[config.mk]
export PLATFORM = sky130hd
export DESIGN_NAME = inv_mix_columns_seq
export DESIGN_NICKNAME = d
export VERILOG_FILES = /design/src/rtl/inv_mix_columns_seq.sv
export SDC_FILE = /design/constraint.sdc
export NUM_CORES = 1
export LEC_CHECK = 0
export CORE_MARGIN = 4
export CORE_UTILIZATION = 30
export DETAILED_ROUTE_END_ITERATION = 8
export PLACE_DENSITY_LB_ADDON = 0.25
export SLEW_MARGIN = 20
export SYNTH_ARGS = -nofsm -noshare
export SYNTH_HDL_FRONTEND = slang
export SYNTH_SLANG_ARGS = --single-unit
[constraint.sdc]
create_clock -name clk -period 3.55 [get_ports clk]
set_input_delay 0.5325 -clock clk [delete_from_list [all_inputs] [get_ports clk]]
set_output_delay 0.5325 -clock clk [all_outputs]
set_load 0.02 [all_outputs]
[src/rtl/inv_mix_columns_seq.sv]
// inv_mix_columns_seq
//   Column-serial AES-128 InvMixColumns stage. Accepts a 128-bit state and
//   its round number, transforms one 32-bit column per clock, and presents
//   the result on a valid/ready output. The last round is passed through
//   unchanged because InvMixColumns is skipped there.
//
// Ports
//   clk        system clock, rising edge
//   rst        synchronous active-high reset
//   data_in    128-bit state, byte 0 = [127:120], column c = [127-32c -: 32]
//   count_out  round number of the block on data_in
//   in_valid   data_in/count_out valid
//   in_ready   block can accept input (IDLE only)
//   data_out   transformed (or bypassed) state
//   out_valid  data_out valid
//   out_ready  downstream accepts data_out
//
// state | meaning
// ------+---------------------------------------------------------------
// IDLE  | waiting for input; in_ready high
// COL   | transforming column col of the captured state, one per cycle
// DONE  | result held on data_out with out_valid high until out_ready

module inv_mix_columns_seq #(
  parameter logic [3:0] LAST_ROUND = 4'd9
) (
  input  logic         clk,
  input  logic         rst,
  input  logic [127:0] data_in,
  input  logic [3:0]   count_out,
  input  logic         in_valid,
  output logic         in_ready,
  output logic [127:0] data_out,
  output logic         out_valid,
  input  logic         out_ready
);

  typedef enum logic [1:0] {
    IDLE = 2'd0,
    COL  = 2'd1,
    DONE = 2'd2
  } state_t;

  state_t       state;
  state_t       state_next;
  logic [1:0]   col;
  logic [127:0] work;
  logic [3:0]   round;
  logic [31:0]  col_word;
  logic [31:0]  col_result;

  // GF(2^8) multiply by x, reduction polynomial 0x11B
  function automatic logic [7:0] xtime(input logic [7:0] b);
    return {b[6:0], 1'b0} ^ (b[7] ? 8'h1b : 8'h00);
  endfunction

  // Inverse MixColumns coefficients built from the x2/x4/x8 chain:
  //   09 = x8^x, 0b = x8^x2^x, 0d = x8^x4^x, 0e = x8^x4^x2
  function automatic logic [31:0] inv_mix_col(input logic [31:0] c);
    logic [7:0] s  [4];
    logic [7:0] m9 [4];
    logic [7:0] mb [4];
    logic [7:0] md [4];
    logic [7:0] me [4];
    logic [7:0] x2, x4, x8;
    for (int i = 0; i < 4; i++) begin
      s[i]  = c[31-8*i -: 8];
      x2    = xtime(s[i]);
      x4    = xtime(x2);
      x8    = xtime(x4);
      m9[i] = x8 ^ s[i];
      mb[i] = x8 ^ x2 ^ s[i];
      md[i] = x8 ^ x4 ^ s[i];
      me[i] = x8 ^ x4 ^ x2;
    end
    return {me[0] ^ mb[1] ^ md[2] ^ m9[3],
            m9[0] ^ me[1] ^ mb[2] ^ md[3],
            md[0] ^ m9[1] ^ me[2] ^ mb[3],
            mb[0] ^ md[1] ^ m9[2] ^ me[3]};
  endfunction

  // Columns are always read from the captured state, never from data_out
  always_comb begin
    col_word = work[127:96];
    case (col)
      2'd0: col_word = work[127:96];
      2'd1: col_word = work[95:64];
      2'd2: col_word = work[63:32];
      2'd3: col_word = work[31:0];
      default: col_word = work[127:96];
    endcase
    col_result = inv_mix_col(col_word);
  end

  // State register
  always_ff @(posedge clk) begin
    if (rst) state <= IDLE;
    else     state <= state_next;
  end

  // Next-state logic
  always_comb begin
    state_next = state;
    case (state)
      IDLE: begin
        if (in_valid) begin
          if (count_out == LAST_ROUND) state_next = DONE;
          else                         state_next = COL;
        end
      end
      // The round check is defensive: a last-round block never enters COL
      COL: begin
        if (col == 2'd3 || round == LAST_ROUND) state_next = DONE;
      end
      DONE: begin
        if (out_ready) state_next = IDLE;
      end
      default: state_next = IDLE;
    endcase
  end

  // Outputs
  always_comb begin
    in_ready  = (state == IDLE);
    out_valid = (state == DONE);
  end

  // Datapath registers
  always_ff @(posedge clk) begin
    if (rst) begin
      work     <= '0;
      round    <= '0;
      col      <= '0;
      data_out <= '0;
    end else begin
      case (state)
        IDLE: begin
          if (in_valid) begin
            work  <= data_in;
            round <= count_out;
            col   <= '0;
            if (count_out == LAST_ROUND) data_out <= data_in;
          end
        end
        COL: begin
          case (col)
            2'd0: data_out[127:96] <= col_result;
            2'd1: data_out[95:64]  <= col_result;
            2'd2: data_out[63:32]  <= col_result;
            2'd3: data_out[31:0]   <= col_result;
            default: data_out[127:96] <= col_result;
          endcase
          // Wraps from 3 back to 0 as the last column is written
          col <= col + 2'd1;
        end
        default: ;
      endcase
    end
  end

endmodule

After elaboration in Yosys (flattened, before gate mapping)
Cells that the tools add are included.
{"block": "word_totals", "ff_bits": 264, "input_bits": 136, "out_inout_bits": 130, "wordCells": 110}
{"block": "classes", "add_sub_neg": 1, "n_eq_ne": 15, "n_mux": 27, "bitwise": 48, "n_reduce_logical": 11}
{"operator": "8-bit bitwise XOR", "count": 36}
{"operator": "128-bit 2-to-1 mux", "count": 2}
{"operator": "128-bit one-hot mux with 2 select lines", "count": 1}
{"operator": "32-bit 2-to-1 mux", "count": 4}
{"operator": "32-bit one-hot mux with 4 select lines", "count": 1}
{"operator": "8-bit by 5-bit bitwise XOR with 8-bit output", "count": 12}
{"operator": "5-bit 2-to-1 mux", "count": 12}
{"operator": "4-bit AND reduction", "count": 4}
{"operator": "2-bit 2-to-1 mux", "count": 5}
{"operator": "4-bit equality test, second input constant", "count": 2}
{"operator": "2-bit by 1-bit inequality test with 1-bit output, second input constant", "count": 4}
{"operator": "2-bit inequality test, second input constant", "count": 4}
{"operator": "2-bit equality test, second input constant", "count": 3}
{"operator": "2-bit one-hot mux with 3 select lines", "count": 1}
{"operator": "2-bit by 1-bit equality test with 1-bit output, second input constant", "count": 2}
{"operator": "2-bit zero test", "count": 2}
{"operator": "2-bit one-hot mux with 2 select lines", "count": 1}
{"operator": "2-bit AND reduction", "count": 2}
{"operator": "3-bit AND reduction", "count": 1}
{"operator": "2-bit by 1-bit adder with 2-bit output, second input constant", "count": 1}
{"operator": "2-bit nonzero test", "count": 1}
{"operator": "1-bit logical OR", "count": 1}

Logic depth before layout (Yosys ltp)
Gate-level depths: netlist of the first run.
{"block": "logic_depth", "word_depth": 15, "depth_mapped": 13, "ltp_nobuf": 10}

Worst setup path before layout of the first run
OpenSTA, ideal clock, no wires.
{"block": "synth_path", "kind": "register -> register", "startpoint": "reg col[0]", "endpoint": "reg data_out[12]", "setup_ns": 0.088, "arrival_time_ns": 3.343, "required_time_ns": 3.462, "setup_slack_ns": 0.118, "path_stages_with_launch": 12, "n_path_buf": 1, "synth_period_minus_slack_ns": 3.432, "cell_sequence": "dfxtp_1 > inv_1 > ha_1 > buf_4 > a21oi_1 > a21oi_2 > xnor2_1 > xor3_1 > xnor3_2 > xnor3_1 > or2_4 > a311oi_2"}
{"block": "synth_between", "elab_chain_len": 13, "elab_cells_between_ends": 42, "cone_classes": "4 x eq/ne; 14 x mux; 22 x bitwise; 2 x reduce/logical"}
{"item": "start, declared", "line": "46", "rtl": "logic [1:0] col;"}
{"item": "start signal, assigned", "line": "154", "rtl": "col <= col + 2'd1;"}
{"item": "2-bit equality test (tied with other cells)", "line": "85, 146"}
{"item": "32-bit one-hot mux with 4 select lines", "line": "85", "rtl": "case (col)"}
{"item": "8-bit by 5-bit bitwise XOR with 8-bit output", "line": "54", "rtl": "return {b[6:0], 1'b0} ^ (b[7] ? 8'h1b : 8'h00);"}
{"item": "5-bit 2-to-1 mux or 8-bit by 5-bit bitwise XOR with 8-bit output (tied branches)", "line": "54"}
{"item": "8-bit by 5-bit bitwise XOR with 8-bit output or 5-bit 2-to-1 mux (tied branches)", "line": "54"}
{"item": "8-bit by 5-bit bitwise XOR with 8-bit output", "line": "54"}
{"item": "8-bit bitwise XOR (2 in a row)", "line": "73", "rtl": "md[i] = x8 ^ x4 ^ s[i];"}
{"item": "8-bit bitwise XOR (3 in a row)", "line": "78", "rtl": "md[0] ^ m9[1] ^ me[2] ^ mb[3],"}
{"item": "32-bit 2-to-1 mux", "line": "146", "rtl": "case (col)"}
{"item": "128-bit one-hot mux with 2 select lines", "line": "136", "rtl": "case (state)"}
{"item": "end signal, assigned", "line": "142", "rtl": "if (count_out == LAST_ROUND) data_out <= data_in;"}
{"item": "end signal, assigned", "line": "150", "rtl": "2'd3: data_out[31:0] <= col_result;"}
{"item": "end, declared", "line": "33", "rtl": "output logic [127:0] data_out,"}
Parallel ways exist; a longest one is shown, timed or not. The select of a mux whose other input is x is not followed.
A chain may end at the register's enable or synchronous reset.

Worst setup path in the final report of the first run
{"block": "layout_path", "startpoint": "reg col[0]", "endpoint": "reg data_out[117]"}
{"block": "layout_between", "elab_chain_len": 13, "elab_cells_between_ends": 39, "cone_classes": "4 x eq/ne; 11 x mux; 22 x bitwise; 2 x reduce/logical"}
{"item": "2-bit equality test (tied with other cells)", "line": "85"}
{"item": "32-bit one-hot mux with 4 select lines", "line": "85"}
{"item": "5-bit 2-to-1 mux or 8-bit by 5-bit bitwise XOR with 8-bit output (tied branches)", "line": "54"}
{"item": "8-bit by 5-bit bitwise XOR with 8-bit output or 5-bit 2-to-1 mux (tied branches)", "line": "54"}
{"item": "8-bit by 5-bit bitwise XOR with 8-bit output (2 in a row)", "line": "54"}
{"item": "8-bit bitwise XOR (2 in a row)", "line": "74", "rtl": "me[i] = x8 ^ x4 ^ x2;"}
{"item": "8-bit bitwise XOR (3 in a row)", "line": "77", "rtl": "m9[0] ^ me[1] ^ mb[2] ^ md[3],"}
{"item": "32-bit 2-to-1 mux", "line": "146"}
{"item": "128-bit one-hot mux with 2 select lines", "line": "136"}
{"item": "end signal, assigned", "line": "142"}
{"item": "end signal, assigned", "line": "147", "rtl": "2'd0: data_out[127:96] <= col_result;"}
{"item": "end signal, assigned", "line": "151", "rtl": "default: data_out[127:96] <= col_result;"}
Parallel ways exist; a longest one is shown, timed or not. The select of a mux whose other input is x is not followed.

==> impl_metrics.env, run 1 <==
export IMPL_status="finished clean"
export IMPL_grt_pass1_vias=12380
export IMPL_syn_area_per_cell_um2=8.418
export IMPL_synth_edf_count=0
export IMPL_vias=12650
export IMPL_combinationalPowerShare=0.439
export IMPL_cts_reportedPaths_clkPinSlew_ns=0.06
export IMPL_finalHoldViolations=0
export IMPL_synth_most_common_cell="nand2_1"
export IMPL_min_path_cells=2
export IMPL_antenna_found_initial=3
export IMPL_rr_worst_depth=14
export IMPL_clk_latency_ns=0.57
export IMPL_clock_sinks=264
export IMPL_place_congestion=0.9318
export IMPL_cts_tree="done"
export IMPL_drt_pre_antenna_iters=6
export IMPL_via_per_inst=4.991
export IMPL_cp_start_kind="register"
export IMPL_dieHeight_um=217.3
export IMPL_grtUsageTotal=0.2135
export IMPL_critical_path_slowest_cell="a222oi_1"
export IMPL_cp_common_cell="buf_4"
export IMPL_cp_required_ns=4.01
export IMPL_ys_flop_type="dfxtp_1"
export IMPL_worst_path_stages=14
export IMPL_critPathTopFamily="XOR/XNOR gates"
export IMPL_peakVddDrop_mv=0.3489
export IMPL_max_freq_mhz=282.7
export IMPL_min_period_ns=3.537
export IMPL_min_path_type="reg2reg"
export IMPL_p_leak_nw=7.275
export IMPL_synth_commonest_cells="nand2_1, dfxtp_1, a21oi_1"
export IMPL_fin_total_pwr_mw=11.45
export IMPL_worst_pin_slew_ns=1.014
export IMPL_ys_seq_elements=264
export IMPL_htreeDepth=1
export IMPL_crit_type="reg2reg"
export IMPL_critPathBufInv=5
export IMPL_yosysTopAreaCell="dfxtp_1"
export IMPL_place_ws_ns=-0.2310
export IMPL_synthCells=1561
export IMPL_max_cap_violations=0
export IMPL_internal_power_mw=7.434
export IMPL_arrival_ns=3.99
export IMPL_endpoint="data_out[117]"
export IMPL_power_frac_seq=0.291
export IMPL_core_area_mm2=0.04317
export IMPL_drc=0
export IMPL_ys_top_cells_by_area="dfxtp_1, nand2_1, xnor2_1"
export IMPL_cts_max_path_buffers=3
export IMPL_io_buffers=265
export IMPL_final_nets=2064
export IMPL_grt_pass1_wl_mm=77.86
export IMPL_path_cells="inv_4, ha_4, buf_12, a222oi_1, buf_4, xor2_2, o21ai_2, xnor2_1, buf_4, buf_6, xnor3_2, xnor2_2, nand2_4, a311oi_2"
export IMPL_synth_top_cell_area_share=0.4022
export IMPL_max_slew_margin=0.3228
export IMPL_layout_cells_non_filler=2534
export IMPL_yosysSeqAreaShare=0.4022
export IMPL_rrSetupSlack_ns=0.01
export IMPL_finalWirelength_mm=53.66
export IMPL_start_util=0.3044
export IMPL_drive_gt1_frac=0.1726
export IMPL_ant_nets=0
export IMPL_hpwl_mm=39.55
export IMPL_dp_cells=2464
export IMPL_wire_per_inst_um=21.18
export IMPL_fp_row_count=76
export IMPL_r2r_start="col[0]"
export IMPL_synthArstFlopShare=0
export IMPL_powerDensity_mw_per_mm2=596.9
export IMPL_die_area_mm2=0.04721
export IMPL_swShare=0.3508
export IMPL_synthToLayoutAreaGrowth_pct=46.00
export IMPL_grt_max_degree=122
export IMPL_design_area_mm2=0.01918
export IMPL_finalWorstSetupSlack_ns=0.01284
export IMPL_ys_types=48
export IMPL_yosys_warnings=0
export IMPL_path_max_fanout=6
export IMPL_synth_nets=1701
export IMPL_cts_root_buf="clkbuf_16"
export IMPL_dpl_cell_area_mm2=0.01762
export IMPL_crit_start="col[0]"
export IMPL_fin_skew_ns=0.01037
export IMPL_drtIter0Drc=1261
export IMPL_cts_buffers=30
export IMPL_clkPwrFrac=0.270
export IMPL_die_w_um=217.3
export IMPL_crit_path_end_kind="register"
export IMPL_slowest_delay_ns=0.46
export IMPL_hold_ws_ns=0.4544
export IMPL_setup_viol=0
export IMPL_rsz0062_at_grt="yes"
export IMPL_synth_cell_area_mm2=0.01314
export IMPL_r2r_end="data_out[117]"
export IMPL_grt_overflow=0
export IMPL_drv_slew=0
export IMPL_p_sw_mw=4.017
export IMPL_period_share=0.9964
export IMPL_io_pins=266
## worst register-to-register path, cell delays in order (launching register included)
cell,delay (ns)
dfxtp_4,0.40
inv_4,0.06
ha_4,0.19
buf_12,0.15
a222oi_1,0.46
buf_4,0.24
xor2_2,0.18
o21ai_2,0.09
xnor2_1,0.17
buf_4,0.18
buf_6,0.10
xnor3_2,0.46
xnor2_2,0.24
nand2_4,0.13
a311oi_2,0.38
## cell type report
| type | count | area [um2] |
|---|---|---|
| clock inverters | 16 | 137.6 |
| flip-flops and latches | 264 | 5293 |
| diodes | 2 | 5.005 |
| multi-input cells | 1148 | 7727 |
| repair buffers | 449 | 4335 |
| well taps | 585 | 732.0 |
| fillers | 4312 | 23990 |
| clock buffers | 39 | 835.8 |
| inverters | 31 | 118.9 |
## power by group through the flow
stage,clock network (mW),registers (mW),logic (mW)
finish,3.09,3.33,5.03
global route,3.27,3.35,5.31
CTS,3.15,3.33,4.78
detailed placement,0,3.39,4.68
global placement,0,3.39,4.66
floorplan,0,3.45,2.61
## per-layer routing
metal | routed length [um] | vias to the layer above | global-route usage
li1 | - | 6063 | -
met1 | 23560 | 5992 | 0.2898
met2 | 24500 | 498 | 0.3443
met3 | 3433 | 92 | 0.03616
met4 | 2156 | 2 | 0.07484
met5 | 11 | - | 0
## flip-flops by register name, summed over array words and instances (netlist names)
name      count
work        128
state         2
round         4
data_out    128
col           2
## layout by cell type, fill, tap and decap left out, types with 4 or more instances in the layout
master	instances
a311oi_2	20
o21ai_0	4
nand2_1	431
clkdlybuf4s50_1	264
nand2_2	6
a222oi_1	30
xor2_1	32
buf_4	160
clkinvlp_4	7
clkinv_2	4
xnor3_2	5
o22ai_1	4
o21a_1	4
buf_12	19
o211ai_1	4
inv_1	30
a21oi_1	140
clkbuf_1	5
mux2i_1	15
mux2i_2	10
xnor2_1	103
mux2i_4	5
xnor3_1	29
dfxtp_1	262
xor2_2	8
a311oi_1	97
nand2b_1	4
clkbuf_16	34
xnor2_2	18
a21oi_4	4
nor2_1	137
o21ai_2	5
clkbuf_8	4
## kinds of logic after synthesis
logic type	after synthesis	synth area share
and+or+nand+nor	595	0.1736
adders and majority gates	4	0.003809
AOI/OAI and AO/OA	321	0.1744
buffers and inverters	149	0.04656
xor gates and xnor gates	198	0.1735
muxes	30	0.02590
DFF	264	0.4022
## repair_timing
| action | in CTS | in global routing |
|---|---|---|
| pin swaps | 9 | 23 |
| hold buffers | 0 | 0 |
| buffers inserted | 2 | 8 |
| hold endpoints to repair | 0 | 0 |
| setup endpoints to repair | 47 | 96 |
| resized for setup | 19 | 63 |
| cloned | 0 | 3 |
## through the flow
stage / utilization / TNS, ns
2_1_floorplan: - / 0
3_3_place_gp: 0.4082 / -2.178
3_5_place_dp: 0.4082 / -3.187
4_1_cts: 0.4331 / -0.002786
5_1_grt: 0.4443 / -1.644
6_report: 0.4444 / 0
## worst min path at each step
stage | to | slack (ns) | start
2_1_floorplan | work[64] | 0.44 | work[64]
3_3_place_gp | work[33] | 0.44 | work[33]
3_5_place_dp | work[64] | 0.45 | work[64]
4_1_cts | work[64] | 0.46 | work[64]
5_1_grt | work[33] | 0.47 | work[33]
6_report | work[88] | 0.45 | work[88]
Power figures use the tool's default switching activity.
==> run 2: changes to the inputs <==
--- a/config.mk
+++ b/config.mk
@@ -8,6 +8,7 @@
 export CORE_MARGIN = 4
 export CORE_UTILIZATION = 30
 export DETAILED_ROUTE_END_ITERATION = 8
+export DONT_BUFFER_PORTS = 1
 export PLACE_DENSITY_LB_ADDON = 0.25
 export SLEW_MARGIN = 20
 export SYNTH_ARGS = -nofsm -noshare
==> run 2 against run 1 <==
Sequential share of layout area increased by 4.3 points; sequential power increased by 5%; largest cell class unchanged; sequential cell count is the same; setup slack gained 0.029 ns.
==> impl_metrics.env, run 2 (synthesized netlist as in run 1, its figures left out) <==
export IMPL_cp_start_kind="register"
export IMPL_max_freq_mhz=285.1
export IMPL_setup_viol=0
export IMPL_crit_type="reg2reg"
export IMPL_dieHeight_um=217.3
export IMPL_final_nets=1815
export IMPL_clk_latency_ns=0.58
export IMPL_cts_buffers=30
export IMPL_hpwl_mm=39.07
export IMPL_drive_gt1_frac=0.2025
export IMPL_via_per_inst=5.086
export IMPL_rsz0062_at_grt="yes"
export IMPL_max_cap_violations=0
export IMPL_drv_slew=0
export IMPL_min_period_ns=3.508
export IMPL_core_area_mm2=0.04317
export IMPL_grtUsageTotal=0.2120
export IMPL_drt_pre_antenna_iters=8
export IMPL_status="finished clean"
export IMPL_die_area_mm2=0.04721
export IMPL_n_antenna_cell=0
export IMPL_cts_tree="done"
export IMPL_cts_max_path_buffers=3
export IMPL_period_share=0.9882
export IMPL_worst_pin_slew_ns=0.6391
export IMPL_fp_row_count=76
export IMPL_powerDensity_mw_per_mm2=669.8
export IMPL_reg_top3="data_out (128), work (128), round (4)"
export IMPL_die_w_um=217.3
export IMPL_drc=0
export IMPL_max_slew_margin=0.5617
export IMPL_p_leak_nw=6.391
export IMPL_antenna_found_initial=0
export IMPL_drtIter0Drc=969
export IMPL_grt_overflow=0
export IMPL_place_congestion=0.9604
export IMPL_grt_max_degree=265
export IMPL_start_util=0.3044
export IMPL_fillers=4552
export IMPL_ant_nets=0
export IMPL_htreeDepth=1
export IMPL_cp_required_ns=4.01
export IMPL_grt_pass1_vias=11690
export IMPL_seq_area_mm2=0.005290
export IMPL_min_path_type="in2reg"
export IMPL_grt_pass1_wl_mm=76.42
export IMPL_final_common_cell="nand2_1"
export IMPL_hold_buffers=0
export IMPL_synthToLayoutAreaGrowth_pct=26.09
export IMPL_fin_total_pwr_mw=11.10
export IMPL_vias=11620
export IMPL_finalHoldViolations=0
export IMPL_crit_path_end_kind="register"
export IMPL_cts_root_buf="clkbuf_16"
export IMPL_multi_input_area_mm2=0.007682
export IMPL_peakVddDrop_mv=0.4800
export IMPL_mostFrequentLayoutCells="nand2_1, dfxtp_1, buf_4"
export IMPL_fin_skew_ns=0.02016
export IMPL_cts_reportedPaths_clkPinSlew_ns=0.06
export IMPL_io_buffers=0
export IMPL_finalWirelength_mm=52.52
export IMPL_path_max_fanout=9
export IMPL_wire_per_inst_um=23.00
export IMPL_arrival_ns=3.97
export IMPL_clock_sinks=264
export IMPL_io_pins=266
export IMPL_fin_setup_tns_ns=0
[run 2: stage by stage]
stage | utilization | instance area, um2 | worst slack [ns] | cells | hold slack, ns
after CTS | 0.3751 | 16190 | -0.008948 | 2278 | 0.01682
after global placement | 0.3494 | 15080 | -0.4112 | 2217 | 0.4400
after detailed placement | 0.3494 | 15080 | -0.5167 | 2217 | 0.4419
after floorplan | - | 13140 | 0.1184 | 1561 | 0.4357
final | 0.3838 | 16570 | 0.04184 | 2284 | 0.05195
after global routing | 0.3838 | 16570 | -0.03946 | 2284 | 0.01342
[run 2: area by class of cell]
class                   count  share of cell area
flip-flops and latches    264              0.3193
clock buffers              46             0.05505
inverters                  31            0.007023
clock inverters            10            0.003549
multi-input cells        1148              0.4637
repair buffers            200              0.1072
well taps                 585             0.04418
[run 2: critical path, stage by stage (launching register included)]
cell	delay (ns)
dfxtp_2	0.36
inv_2	0.06
ha_4	0.16
buf_12	0.14
buf_4	0.13
a222oi_1	0.43
xor2_2	0.19
o21ai_4	0.27
xor3_2	0.43
xnor3_2	0.42
buf_4	0.16
xnor2_2	0.20
nand2_4	0.13
a311oi_1	0.29
[run 2: worst paths after layout]
kind	startpoint	endpoint	slack, ns	depth (start not counted)
setup reg to reg	col[0]	data_out[124]	0.04	13
setup / recovery	col[0]	data_out[124]	0.04	13
hold reg to reg	work[91]	work[91]	0.45	2
hold / removal	rst	data_out[14]	0.05	1
[run 2: power by group]
part	switching, mW	internal, mW
combinational	2.27	2.30
sequential	0.297	3.18
clock	1.29	1.76
total	3.86	7.24
[run 2: per-layer routing]
layer / share of wire / global-route usage
met5: 0 / 0
met4: 0.044 / 0.07865
met3: 0.082 / 0.05767
met2: 0.47 / 0.3511
met1: 0.41 / 0.2649
[run 2: repair_timing]
| action | in CTS | in global routing |
|---|---|---|
| cloned | 0 | 2 |
| pin swaps | 16 | 17 |
| setup buffers | 5 | 4 |
| resized for setup | 22 | 55 |
| setup endpoints to repair | 104 | 94 |
